`src/rtl/mem_access_stage.sv`:
```
// Memory-access pipeline stage: passes ALU results through, runs one aligned load/store at a time.
// Optional MEM_STAGE_TIMEOUT_EN gives up on an access after 15 unanswered WAIT cycles.
module mem_access_stage (
  input  logic        clk,
  input  logic        rst,
  input  logic        valid_i,
  input  logic        wmemi,
  input  logic        rmemi,
  input  logic        wregi,
  input  logic        jmpi,
  input  logic [31:0] ALURi,
  input  logic [31:0] StDatai,
  input  logic [3:0]  WrDesti,
  output logic        mem_req,
  output logic        mem_we,
  output logic [31:0] mem_addr,
  output logic [31:0] mem_wdata,
  input  logic [31:0] mem_rdata,
  input  logic        mem_ack,
  output logic        wb_valid,
  output logic [31:0] wb_data,
  output logic [3:0]  wb_dest,
  output logic        wb_wreg,
  output logic        wb_jmp,
  output logic        stall,
  output logic        err
);

  typedef enum logic {IDLE, WAIT} state_t;

  state_t      r_state;
  logic        r_memWe;
  logic [31:0] r_memAddr;
  logic [31:0] r_memWdata;
  logic        r_isLoad;
  logic [3:0]  r_dest;
  logic        r_wreg;
  logic        r_jmp;
`ifdef MEM_STAGE_TIMEOUT_EN
  logic [3:0]  r_cnt;
`endif

  logic w_inWait;
  logic w_isMem;
  logic w_aligned;
  logic w_issue;

  // Gating with rst keeps the combinational request quiet while reset is held.
  assign w_inWait  = (r_state == WAIT);
  assign w_isMem   = valid_i & (rmemi | wmemi);
  assign w_aligned = (ALURi[1:0] == 2'b00);
  assign w_issue   = rst & (r_state == IDLE) & w_isMem & w_aligned;

  assign mem_req   = w_issue | w_inWait;
  assign mem_we    = w_inWait ? r_memWe    : (w_issue & wmemi);
  assign mem_addr  = w_inWait ? r_memAddr  : (w_issue ? ALURi   : 32'h0);
  assign mem_wdata = w_inWait ? r_memWdata : (w_issue ? StDatai : 32'h0);
  assign stall     = w_issue | (w_inWait & ~mem_ack);

  always_ff @(posedge clk or negedge rst) begin
    if (!rst) begin
      r_state    <= IDLE;
      r_memWe    <= 1'b0;
      r_memAddr  <= 32'h0;
      r_memWdata <= 32'h0;
      r_isLoad   <= 1'b0;
      r_dest     <= 4'h0;
      r_wreg     <= 1'b0;
      r_jmp      <= 1'b0;
`ifdef MEM_STAGE_TIMEOUT_EN
      r_cnt      <= 4'h0;
`endif
      wb_valid   <= 1'b0;
      wb_data    <= 32'h0;
      wb_dest    <= 4'h0;
      wb_wreg    <= 1'b0;
      wb_jmp     <= 1'b0;
      err        <= 1'b0;
    end else begin
      wb_valid <= 1'b0;
      case (r_state)
        IDLE: begin
          if (valid_i) begin
            if (!w_isMem) begin
              wb_valid <= 1'b1;
              wb_data  <= ALURi;
              wb_dest  <= WrDesti;
              wb_wreg  <= wregi;
              wb_jmp   <= jmpi;
            end else if (!w_aligned) begin
              // Misaligned access retires without touching memory or the register file.
              wb_valid <= 1'b1;
              wb_data  <= ALURi;
              wb_dest  <= WrDesti;
              wb_wreg  <= 1'b0;
              wb_jmp   <= jmpi;
              err      <= 1'b1;
            end else begin
              r_state    <= WAIT;
              r_memWe    <= wmemi;
              r_memAddr  <= ALURi;
              r_memWdata <= StDatai;
              r_isLoad   <= rmemi & ~wmemi;
              r_dest     <= WrDesti;
              r_wreg     <= wregi & ~wmemi;
              r_jmp      <= jmpi;
`ifdef MEM_STAGE_TIMEOUT_EN
              r_cnt      <= 4'h0;
`endif
            end
          end
        end
        WAIT: begin
          if (mem_ack) begin
            r_state  <= IDLE;
            wb_valid <= 1'b1;
            wb_data  <= r_isLoad ? mem_rdata : r_memAddr;
            wb_dest  <= r_dest;
            wb_wreg  <= r_wreg;
            wb_jmp   <= r_jmp;
          end
`ifdef MEM_STAGE_TIMEOUT_EN
          // Count 14 marks the 15th unanswered WAIT cycle.
          else if (r_cnt == 4'd14) begin
            r_state  <= IDLE;
            wb_valid <= 1'b1;
            wb_data  <= r_memAddr;
            wb_dest  <= r_dest;
            wb_wreg  <= 1'b0;
            wb_jmp   <= r_jmp;
            err      <= 1'b1;
          end else begin
            r_cnt <= r_cnt + 4'd1;
          end
`endif
        end
        default: r_state <= IDLE;
      endcase
    end
  end

endmodule

```
`config.mk`:
```
export PLATFORM = sky130hd
export DESIGN_NAME = mem_access_stage
export DESIGN_NICKNAME = d
export VERILOG_FILES = /design/src/rtl/mem_access_stage.sv
export SDC_FILE = /design/constraint.sdc
export NUM_CORES = 1
export LEC_CHECK = 0
export CAP_MARGIN = 15
export CORE_MARGIN = 8
export CORE_UTILIZATION = 45
export DETAILED_ROUTE_END_ITERATION = 6
export GPL_TIMING_DRIVEN = 0
export MAX_ROUTING_LAYER = met4
export PLACE_DENSITY = 0.8
export SLEW_MARGIN = 5
export SYNTH_ARGS = -nofsm -noshare
export SYNTH_HDL_FRONTEND = slang
export SYNTH_SLANG_ARGS = --single-unit
```
`constraint.sdc`:
```
create_clock -name clk -period 2.4 [get_ports clk]
set_input_delay 0.48 -clock clk [delete_from_list [all_inputs] [get_ports clk]]
set_output_delay 0.48 -clock clk [all_outputs]
set_load 0.005 [all_outputs]
```
* Word-level counts from Yosys, hierarchy flattened *
Index checks and enable logic that the tools add are counted.

word-level totals
  bits in registers = 113
  input bits = 108
  output and inout port bits = 107
  word-level logic and storage cells = 72

cells by class
  equal/unequal tests = 3
  mux-type cells = 36
  bitwise logic cells = 15
  reduce and logical (&&, ||, !) cells = 4

operators by type and width
  operator            count
  $mux 32             9
  $pmux 32 s2         1
  $mux 1              17
  $mux 4              4
  $and 1x1->1         8
  $pmux 1 s2          4
  $pmux 4 s2          1
  $reduce_and 4->1    2
  $ne 2x2->1 const B  2
  $not 1->1           4
  $ne 3x3->1 const B  1
  $or 1x1->1          3
  $reduce_and 3->1    1
  $logic_not 2->1     1

* Longest topological paths before layout *
  depth after elaboration = 6
  mapped depth = 6
  depth with buffers taken out = 3

* Worst setup path after synthesis *
OpenSTA, ideal clock, no wires.

  path kind = input -> output
  start point = in rmemi
  end point = out mem_we
  arrival = 1.497 ns
  data required time = 1.920 ns
  slack = 0.423 ns
  cell stages on the path = 6
  path buffers = 3
  path through = o21a_1 buf_6 and3_4 buf_6 buf_6 a32o_1

on the way
  word-level cells in the longest chain between the ends = 6

RTL lines
  item                      RTL line  source
  from (decl)               8         input logic rmemi,
  $or 1x1->1                50        assign w_isMem = valid_i & (rmemi | wmemi);
  $and 1x1->1               50
  $and 1x1->1 (2 in a row)  52        assign w_issue = rst & (r_state == IDLE) & w_isMem & w_aligned;
  $and 1x1->1               55        assign mem_we = w_inWait ? r_memWe : (w_issue & wmemi);
  $mux 1                    55
  to (decl)                 15        output logic mem_we,

No other way between the ends.

* Final worst setup path *
Ends and elaborated chain as after synthesis.

==> summary.md <==
| Metric | Value |
|---|---|
| Synthesis Warnings | `0` |
| Final worst-path cycle share | `98.1%` |
| Slew Viols, Final | `0` |
| Finished Cell Area | `9510 µm²` |
| CP max stage cell | `a32o_1` |
| Detail Placement HPWL | `14.8 mm` |
| Max clock buf depth | `2` |
| Mapped Nets | `658` |
| Synth area leaders | `dfrtp_1, mux2_4, mux2_2` |
| Max-Cap Viols | `0` |
| Average wire per standard cell | `21.0 µm` |
| CTS sink cnt | `113` |
| Most frequent cell after synthesis | `dfrtp_1` |
| Post-synthesis cell area | `6150 µm²` |
| Reg2reg setup slack | `380 ps` |
| DRT iter0 DRCs | `352` |
| Htree depth | `4` |
| Setup TNS | `0 ps` |
| Die Ht | `133 µm` |
| Global-route usage over all layers | `24.3%` |
| Final Critical Period | `2360 ps` |
| CP arrival | `1880 ps` |
| Worst-Margin Slew | `549 ps` |
| Layout cells sized above 1 | `32.2%` |
| Pin count of the biggest net entering global routing | `51` |
| Final ANT Viol Nets | `0` |
| Top_reg_cell synth | `dfrtp_1` |
| RSZ-0062 raised after global routing | `no` |
| DR DRC count | `0` |
| CP endpoint | `mem_we` |
| Gp weighted congestion | `0.847` |
| Final setup vio count | `0` |
| Drt total wl | `21.0 mm` |
| CTS tree | `yes` |
| Register Area | `2830 µm²` |
| Synth cell types | `27` |
| Rows | `42` |
| Initial antenna violation count | `4` |
| Worst-path cell chain | `dlygate4sd2_1 -> o21a_1 -> buf_6 -> buf_4 -> and3_4 -> buf_12 -> a32o_1 -> buf_2` |
| Clk_skew | `13.8 ps` |
| Reg clk slew, reported paths | `50 ps` |
| Status | `completed` |
| First-pass GRT wire length | `32.9 mm` |
| Port buffer count | `214` |
| Pwr Density | `747 nW/µm²` |
| Vias in the first global route | `6007` |
| CP Capture Type | `output pin` |
| HP Class | `input port to async pin` |
| Final Hold Vio Count | `0` |
| Total leakage power | `4.27 nW` |
| Post-Syn Instances | `550` |
| Congestion Overflow GR | `0` |
| Crit start category | `input port` |
| Critical path launch point | `rmemi` |
| Die area | `17700 µm²` |
| Clock buffer count from CTS | `17` |
| Pre-antenna DRT Iters | `5` |
| Async set-reset flop share out of synthesis | `100%` |
| Worst skew pair latency | `420 ps` |
| EDFF count, synth | `0` |
| Multi-input logic area | `3110 µm²` |
| Worst-path maximum fanout | `7` |
| Commonest cells in the synthesized netlist | `dfrtp_1, o21ai_0, nand2_1` |
| Final net count | `918` |
| Vias per cell | `5.42` |
| Worst flop-to-flop path endpoint | `r_memAddr[16]` |
| Worst reg2reg path startpoint | `r_state` |
| Die span in x | `133 µm` |
| Placeable Area | `13300 µm²` |
| Critical path class | `input port to output pin` |
| Worst slew margin | `63.4%` |
| DP Area | `8540 µm²` |
| Fill count | `947` |
| I/O pin count | `215` |
| Seq/Total Area, Yosys | `46.0%` |
| Final hold slack | `9.11 ps` |
| Syn Area/Cell | `11.2 µm²` |
| Starting density of the core | `46.3%` |
| Worst vdd ir | `0.000528 V` |
| F_max | `425 MHz` |
| Crit-path max cell delay | `240 ps` |
| Library cell used as clock root buffer | `clkbuf_16` |
| Register bit total from synthesis | `113` |
| Area leader, netlist | `dfrtp_1` |
| P&R area growth vs syn | `54.5%` |
| Share of the synthesized area in the top cell type | `46.0%` |
| Reg2reg path depth | `8` |
| CP required | `1920 ps` |
| Total number of vias | `5432` |
[layer usage]
layer  track usage, %  share of wire (%)  up-vias
met5                -                  0        -
met1             28.0                 41     2703
li1                 -                  -     2478
met4             11.2                2.8        0
met2             38.5                 49      218
met3             6.96                7.0       33
[power by group]
| group | switching [W] | internal, W | leakage, nW |
|---|---|---|---|
| Combinational | 0.000746 | 0.00122 | 2.63 |
| Clock | 0.000893 | 0.00163 | 0.293 |
| Sequential | 0.000282 | 0.00234 | 1.35 |
| Total | 0.00192 | 0.00519 | 4.27 |
[worst min-delay path by stage]
stage / startpoint / endpoint / slack [ps] / depth (start not counted)
2_1_floorplan: rst / err / 180 / 0
3_3_place_gp: err / err / 460 / 1
3_5_place_dp: rst / r_dest[2] / 460 / 1
4_1_cts: rst / wb_data[0] / 2 / 2
5_1_grt: rst / wb_data[0] / 3 / 2
6_report: rst / r_memAddr[8] / 9 / 2
[state kept, by name (all words and copies together) (netlist names), 4 cells and up]
register	flops
wb_dest	4
r_dest	4
wb_data	32
r_memWdata	32
r_memAddr	32
[layout make-up]
| type | instances | share of cell area, % |
|---|---|---|
| multi-input combinational | 387 | 32.7 |
| sequential | 113 | 29.7 |
| timing repair buffer | 244 | 24.2 |
| clock buffer | 23 | 5.13 |
| buffer | 46 | 4.66 |
| tap | 176 | 2.32 |
| clock inverter | 9 | 1.11 |
| antenna | 4 | 0.105 |
| inverter | 1 | 0.0789 |
[layout by cell type (no fill, tap or decap), types with 2 or more instances in the layout]
cell,n
bufinv_16,2
clkdlybuf4s50_1,141
mux2i_1,33
mux2_4,55
clkbuf_1,8
dfrtp_1,113
nand2_1,63
o21ai_0,43
and2_1,2
clkbuf_4,2
bufbuf_16,2
buf_4,22
buf_6,17
buf_8,2
mux2_2,56
buf_2,31
buf_16,3
clkinvlp_4,2
a21oi_1,3
nand4_1,32
dlygate4sd2_1,12
clkinv_4,2
o21ai_1,41
o21ai_2,10
clkdlybuf4s15_1,23
nor2b_1,3
nand2b_1,33
clkbuf_2,18
clkinv_2,4
diode_2,4
dlymetal6s2s_1,2
clkbuf_8,10
nor2_1,2
clkbuf_16,19
[repair_timing]
item	in CTS	in global routing
pin swaps	8	2
endpoints found under the hold margin	50	0
setup buffers	21	5
endpoints found under the setup margin	67	41
cloned	2	0
resized for setup	261	66
hold buffers	1	0
[per-stage QoR]
| step | power, W | std cells | utilization (%) | setup slack [ps] |
|---|---|---|---|---|
| after floorplan | 0.00355 | 550 | - | 423 |
| after global placement | 0.00446 | 940 | 64.1 | -4720 |
| after detailed placement | 0.00453 | 941 | 64.3 | -1220 |
| after CTS | 0.00710 | 995 | 71.2 | -120 |
| after global routing | 0.00740 | 1003 | 71.5 | 2.48 |
| final | 0.00711 | 1003 | 71.5 | 44.7 |
[cell families after synthesis]
kind of cell	synth area share, %
buffers and inverters	4.45
AND/OR/NAND/NOR	11.6
multiplexers	29.2
AO/OA/AOI/OAI	8.76
flip-flops	46.0
[critical path, delay by kind of cell]
family	cells	cell delay [ps]
AND/OR/NAND/NOR	1	170
buffers and inverters	5	760
AO/OA/AOI/OAI	2	460
Power figures use the tool's default switching activity.
